[src/rtl/lcd_capture.sv]
// LCD pixel stream capture: rebuilds 2bpp frames from the PPU stream, packs 4 pixels
// per byte and writes them into the back bank of a double-buffered frame buffer.
module lcd_capture #(
    parameter int WIDTH  = 160,
    parameter int HEIGHT = 144,
    parameter int AW     = 13
) (
    input  logic          clk,
    input  logic          rst,
    input  logic          en,
    input  logic          hs,
    input  logic          vs,
    input  logic          cpl,
    input  logic [1:0]    pixel,
    input  logic          valid,
    output logic          fb_wr,
    output logic          fb_bank,
    output logic [AW-1:0] fb_addr,
    output logic [7:0]    fb_data,
    output logic          disp_bank,
    output logic          frame_done,
    output logic          frame_drop,
    output logic [7:0]    frame_cnt,
    output logic          dbg_state
);
    localparam int XW = $clog2(WIDTH + 1);
    localparam int YW = $clog2(HEIGHT + 1);
    localparam logic [XW-1:0] X_END      = XW'(WIDTH);
    localparam logic [YW-1:0] Y_END      = YW'(HEIGHT);
    localparam logic [AW-1:0] LINE_BYTES = AW'(WIDTH / 4);

    localparam logic [0:0] SYNC    = 1'b0;
    localparam logic [0:0] CAPTURE = 1'b1;

    logic [0:0]    state, state_n;
    logic          hs_q, vs_q, cpl_q;
    logic [XW-1:0] x, x_n;
    logic [YW-1:0] y, y_n;
    logic [AW-1:0] line_base, lb_n;
    logic [1:0]    phase, ph_n;
    logic          err, err_n;
    logic [5:0]    shreg, sh_n;
    logic          wr_n, disp_n, done_n, drop_n;
    logic [AW-1:0] addr_n;
    logic [7:0]    data_n, cnt_n;

    logic cpl_rise, hs_fall, vs_fall;
    assign cpl_rise = cpl & ~cpl_q;
    assign hs_fall  = ~hs & hs_q;
    assign vs_fall  = ~vs & vs_q;

    assign fb_bank   = ~disp_bank;
    assign dbg_state = state;

    // Same-edge events are applied in order: pixel, line end, frame end; each
    // stage works on the values left by the previous one.
    always_comb begin
        state_n = state;
        x_n     = x;
        y_n     = y;
        lb_n    = line_base;
        ph_n    = phase;
        err_n   = err;
        sh_n    = shreg;
        wr_n    = 1'b0;
        addr_n  = fb_addr;
        data_n  = fb_data;
        disp_n  = disp_bank;
        done_n  = 1'b0;
        drop_n  = 1'b0;
        cnt_n   = frame_cnt;
        case (state)
            SYNC: begin
                if (vs_fall && en) begin
                    state_n = CAPTURE;
                    x_n     = '0;
                    y_n     = '0;
                    lb_n    = '0;
                    ph_n    = '0;
                    err_n   = 1'b0;
                end
            end
            default: begin
                if (!en) begin
                    state_n = SYNC;
                end else begin
                    if (cpl_rise && valid) begin
                        if (x < X_END && y < Y_END) begin
                            sh_n = {shreg[3:0], pixel};
                            x_n  = x + XW'(1);
                            ph_n = phase + 2'd1;
                            if (phase == 2'd3) begin
                                wr_n   = 1'b1;
                                data_n = {shreg, pixel};
                                addr_n = line_base + AW'(x[XW-1:2]);
                            end
                        end else begin
                            err_n = 1'b1;
                        end
                    end
                    if (hs_fall) begin
                        if (x_n != X_END) err_n = 1'b1;
                        x_n  = '0;
                        ph_n = '0;
                        if (y_n < Y_END) begin
                            y_n  = y_n + YW'(1);
                            lb_n = lb_n + LINE_BYTES;
                        end else begin
                            err_n = 1'b1;
                        end
                    end
                    if (vs_fall) begin
                        if (y_n == Y_END && !err_n) begin
                            done_n = 1'b1;
                            disp_n = ~disp_bank;
                            cnt_n  = frame_cnt + 8'd1;
                        end else begin
                            drop_n = 1'b1;
                        end
                        x_n   = '0;
                        y_n   = '0;
                        lb_n  = '0;
                        ph_n  = '0;
                        err_n = 1'b0;
                    end
                end
            end
        endcase
    end

    always_ff @(posedge clk or posedge rst) begin
        if (rst) begin
            state      <= SYNC;
            hs_q       <= 1'b1;
            vs_q       <= 1'b1;
            cpl_q      <= 1'b0;
            x          <= '0;
            y          <= '0;
            line_base  <= '0;
            phase      <= '0;
            err        <= 1'b0;
            shreg      <= '0;
            fb_wr      <= 1'b0;
            fb_addr    <= '0;
            fb_data    <= '0;
            disp_bank  <= 1'b0;
            frame_done <= 1'b0;
            frame_drop <= 1'b0;
            frame_cnt  <= '0;
        end else begin
            state      <= state_n;
            hs_q       <= hs;
            vs_q       <= vs;
            cpl_q      <= cpl;
            x          <= x_n;
            y          <= y_n;
            line_base  <= lb_n;
            phase      <= ph_n;
            err        <= err_n;
            shreg      <= sh_n;
            fb_wr      <= wr_n;
            fb_addr    <= addr_n;
            fb_data    <= data_n;
            disp_bank  <= disp_n;
            frame_done <= done_n;
            frame_drop <= drop_n;
            frame_cnt  <= cnt_n;
        end
    end
endmodule
[config.mk]
export PLATFORM = sky130hd
export DESIGN_NAME = lcd_capture
export DESIGN_NICKNAME = d
export VERILOG_FILES = /design/src/rtl/lcd_capture.sv
export SDC_FILE = /design/constraint.sdc
export NUM_CORES = 1
export LEC_CHECK = 0
export ABC_AREA = 1
export BUFFER_PORTS_ARGS = -buffer_cell sky130_fd_sc_hd__buf_4
export CORE_ASPECT_RATIO = 1.75
export CORE_MARGIN = 2
export CORE_UTILIZATION = 25
export DETAILED_ROUTE_END_ITERATION = 7
export GPL_TIMING_DRIVEN = 0
export SLEW_MARGIN = 5
export SYNTH_ARGS = -nofsm -noshare
export SYNTH_HDL_FRONTEND = slang
export SYNTH_SLANG_ARGS = --single-unit
export TNS_END_PERCENT = 30
[constraint.sdc]
create_clock -name clk -period 3.47 [get_ports clk]
set_clock_uncertainty 0.05 [all_clocks]
set_input_delay 0.347 -clock clk [delete_from_list [all_inputs] [get_ports clk]]
set_output_delay 0.347 -clock clk [all_outputs]
set_load 0.01 [all_outputs]
==> results.yml <==
outcome:
  run_status: "finished, final reports clean"
min_path:
  whs_endpoint: "cpl_q"
  hp-start: "cpl"
  worst_hold_path_type: "in -> reg"
  timing.hold.worst_path_depth: 1
floorplanning:
  initial_utilization_pct: 25.26
  die_h_um: 165.6
  placementRows: 59
  die_area_sq_um: 15950
  ios: 44
  die-width_um: 96.33
  design.core.area_sq_um: 14760
sta:
  max_slew_margin_pct: 28.94
  min_period_over_period_pct: 69.78
  setup-tns-final_ns: 0
  max_clock_freq_mhz: 413.0
  number_of_endpoints_with_negative_hold_slack_in_the_final_report: 0
  final-max-slew-violation-count: 0
  period_needed_ns: 2.421
  timing_worst_slew_pin_value_ns: 1.058
  count_of_final_setup_violators: 0
  grt_setup_unrepaired: "no"
global_route:
  first_global_vias: 3042
  grt_max_degree: 66
  global_route.usage.total_pct: 11.79
  grt_pass1_wl_um: 14550
  grt_remaining_overflow: 0
  number_of_antenna_violations_at_the_first_check_in_global_routing: 0
placed_design:
  gp_routability_congestion: 0.8214
  post-place-cells: 667
  io_buffer_count: 42
  detailedPlacementHpwl_um: 6540
clock_network:
  post_cts.repair.setup_buffers: 0
  ctsHtreeMaxLevel: 3
  tritoncts: "yes"
  tritoncts.num_buffers: 9
  cts_hold_buf: 1
  count_of_clock_tree_sinks: 72
  post_cts_resize_count: 0
  cts_root_buffer: "sky130_fd_sc_hd__clkbuf_16"
  insertion_delay_ns: 0.33
  clk_path_buf_depth: 2
  path_clk_slew_ns: 0.06
drt:
  first_pass_iters: 7
  routed_wire_length_per_instance_um: 12.89
  antenna_left: 0
  route.detailed.drc: 0
  route.vias.total: 3108
  routed_via_density: 4.544
  drt_iter0_markers: 141
  detailed_route_wire_length_um: 8816
worst_setup_path:
  critical-path-top-delay-family: "simple AND/OR/NAND/NOR gates"
  worst_r2r_start: "x[6]"
  setup.reg_to_reg.worst_slack_ns: 1.05
  worstPathCellList: "ha_1, a21oi_1, o21bai_1, nand2_1, nor2_1, nand2_1, nor2_1, nand2_1, nor2_1, xor2_1, o21ai_0"
  critPathMaxFanout: 6
  critical-path-max-stage-delay_ns: 0.47
  worstSetupStartpointType: "register"
  cp_data_arrival_time_ns: 2.58
  worstSetupEndpointType: "register"
  crit_buf_inv: 0
  timing.rr.end: "fb_addr[12]"
  required_ns: 3.63
  r2r_cells: 11
  worstSetupPathType: "reg -> reg"
  critical_path.slowest_cell: "sky130_fd_sc_hd__dfrtp_1"
final_layout:
  num-fill-cells: 1570
  drive_above_1_share_pct: 18.36
  nets: 513
  final_cells: 684
  most_frequent_cells_in_the_layout: "96 x sky130_fd_sc_hd__nand2_1, 70 x sky130_fd_sc_hd__dfrtp_1, 60 x sky130_fd_sc_hd__inv_1"
  post-route-util_pct: 31.56
  multi_input_area_sq_um: 1649
  seqCellArea_sq_um: 1804
  insertedDiodeCount: 0
  layout.cells.most_common: "sky130_fd_sc_hd__nand2_1"
  synthToLayoutAreaGrowth_pct: 24.92
pwr:
  internal_power_mw: 1.644
  pwr_density_cell_nw_per_um2: 457.6
  combinationalPowerShare_pct: 7.3
  peakVddDrop_uv: 238.9
  clock_power_share_pct: 50.0
  power_switching_share_pct: 22.91
  power.share.sequential_pct: 42.7
  leakagePower_nw: 2.242
  p_switching_mw: 0.4885
synth:
  seq_area_frac_synth_pct: 48.37
  synthDistinctLibCells: 35
  ys.warnings.count: 0
  syn-instance-count: 441
  total_of_flip_flops_plus_latches_after_synthesis: 72
  syn_area_sq_um: 3730
  syn_avg_cell_area_sq_um: 8.458
  syn_nets: 458
job:
  maxCapViolCount: 0
==> per-stage QoR <==
step | hold WS [ns] | power, mW | setup slack [ns] | area [sq um]
after global routing | 0.07061 | 2.233 | 0.7429 | 4659
final | 0.08291 | 2.132 | 1.049 | 4659
after detailed placement | 0.2079 | 1.082 | 1.020 | 4304
after global placement | 0.4105 | 1.073 | 0.1944 | 4274
after CTS | 0.07411 | 2.171 | 1.012 | 4659
after floorplan | 0.3015 | 1.023 | 1.251 | 3730
==> sequential cells by signal, summed over array words and instances, names as in the netlist, 2 cells and up <==
signal / flops
frame_cnt: 8
fb_addr: 13
x: 8
y: 8
fb_data: 8
phase: 2
line_base: 10
shreg: 6
==> worst register-to-register path: stages, from the launching register on <==
cell,delay (ns)
sky130_fd_sc_hd__dfrtp_1,0.47
sky130_fd_sc_hd__ha_1,0.37
sky130_fd_sc_hd__a21oi_1,0.10
sky130_fd_sc_hd__o21bai_1,0.22
sky130_fd_sc_hd__nand2_1,0.10
sky130_fd_sc_hd__nor2_1,0.16
sky130_fd_sc_hd__nand2_1,0.09
sky130_fd_sc_hd__nor2_1,0.18
sky130_fd_sc_hd__nand2_1,0.10
sky130_fd_sc_hd__nor2_1,0.20
sky130_fd_sc_hd__xor2_1,0.17
sky130_fd_sc_hd__o21ai_0,0.09
==> logic make-up after synthesis <==
logic type | count (synthesis) | share of synthesized area [%]
AO/OA/AOI/OAI | 69 | 10.94
XOR/XNOR | 13 | 3.053
buffers and inverters | 70 | 7.414
adder cells (fa/ha/maj) | 8 | 2.684
flip-flops | 72 | 48.37
AND/OR/NAND/NOR | 209 | 27.54
==> cells in the mapped netlist <==
cell	count	area (sq um)
sky130_fd_sc_hd__a31oi_1	1	6.260
sky130_fd_sc_hd__nand2_1	96	360.4
sky130_fd_sc_hd__nor3_2	1	10.01
sky130_fd_sc_hd__nand3_1	40	200.2
sky130_fd_sc_hd__o21ai_2	2	17.52
sky130_fd_sc_hd__nand2_4	1	11.26
sky130_fd_sc_hd__nand4_2	2	25.02
sky130_fd_sc_hd__xor2_1	10	87.58
sky130_fd_sc_hd__a21oi_1	6	30.03
sky130_fd_sc_hd__ha_1	8	100.1
sky130_fd_sc_hd__inv_1	61	229.0
sky130_fd_sc_hd__nor2_2	7	43.79
sky130_fd_sc_hd__inv_4	1	6.260
sky130_fd_sc_hd__nand2_2	5	31.28
sky130_fd_sc_hd__nand3_4	1	17.52
sky130_fd_sc_hd__dfstp_2	2	52.55
sky130_fd_sc_hd__buf_8	1	15.01
sky130_fd_sc_hd__xnor2_1	3	26.28
sky130_fd_sc_hd__o31ai_1	5	37.54
sky130_fd_sc_hd__o21ai_4	1	16.27
sky130_fd_sc_hd__dfrtp_1	70	1752
sky130_fd_sc_hd__nand4_1	6	37.54
sky130_fd_sc_hd__o21bai_1	7	52.55
sky130_fd_sc_hd__o22ai_1	6	37.54
sky130_fd_sc_hd__nand2_8	1	20.02
sky130_fd_sc_hd__nand4_4	1	21.27
sky130_fd_sc_hd__o21ai_0	39	195.2
sky130_fd_sc_hd__nor2_8	1	20.02
sky130_fd_sc_hd__nor3_1	4	20.02
sky130_fd_sc_hd__nor2_1	35	131.4
sky130_fd_sc_hd__nor2_4	4	45.04
sky130_fd_sc_hd__and2_1	2	12.51
sky130_fd_sc_hd__a21boi_0	2	15.01
sky130_fd_sc_hd__clkbuf_1	7	26.28
sky130_fd_sc_hd__nand3_2	2	20.02
==> per-layer routing <==
layer,global-route usage (%),part of all wire [%]
met4,4.417,2.2
met1,13.51,40
met3,2.541,5.3
met2,21.02,53
met5,0,0
==> power by group through the flow <==
stage / clock, mW / sequential [mW] / combinational, mW
3_5_place_dp: 0 / 0.925 / 0.157
3_3_place_gp: 0 / 0.923 / 0.150
5_1_grt: 1.14 / 0.915 / 0.179
4_1_cts: 1.10 / 0.909 / 0.160
6_report: 1.07 / 0.910 / 0.156
2_1_floorplan: 0 / 0.920 / 0.103
==> cell type report <==
type | count | share of cell area [%]
Buffer | 8 | 0.8861
Sequential cell | 72 | 38.72
Clock inverter | 6 | 2.497
Multi-Input combinational cell | 299 | 35.39
Inverter | 62 | 5.102
Timing Repair Buffer | 44 | 7.572
Tap cell | 183 | 4.914
Clock buffer | 10 | 4.914
==> worst max path at each step <==
stage               startpoint           to  slack, ns  depth (start not counted)
floorplan                  rst        cpl_q       1.25                          1
finish                    x[6]  fb_addr[12]       1.05                         11
CTS                       x[6]  fb_addr[12]       1.01                         11
detailed placement        x[6]  fb_addr[12]       1.02                         11
global route              x[6]  fb_addr[12]       0.74                         11
global placement           rst    disp_bank       0.19                          2
(Power assumes the default switching activity.)
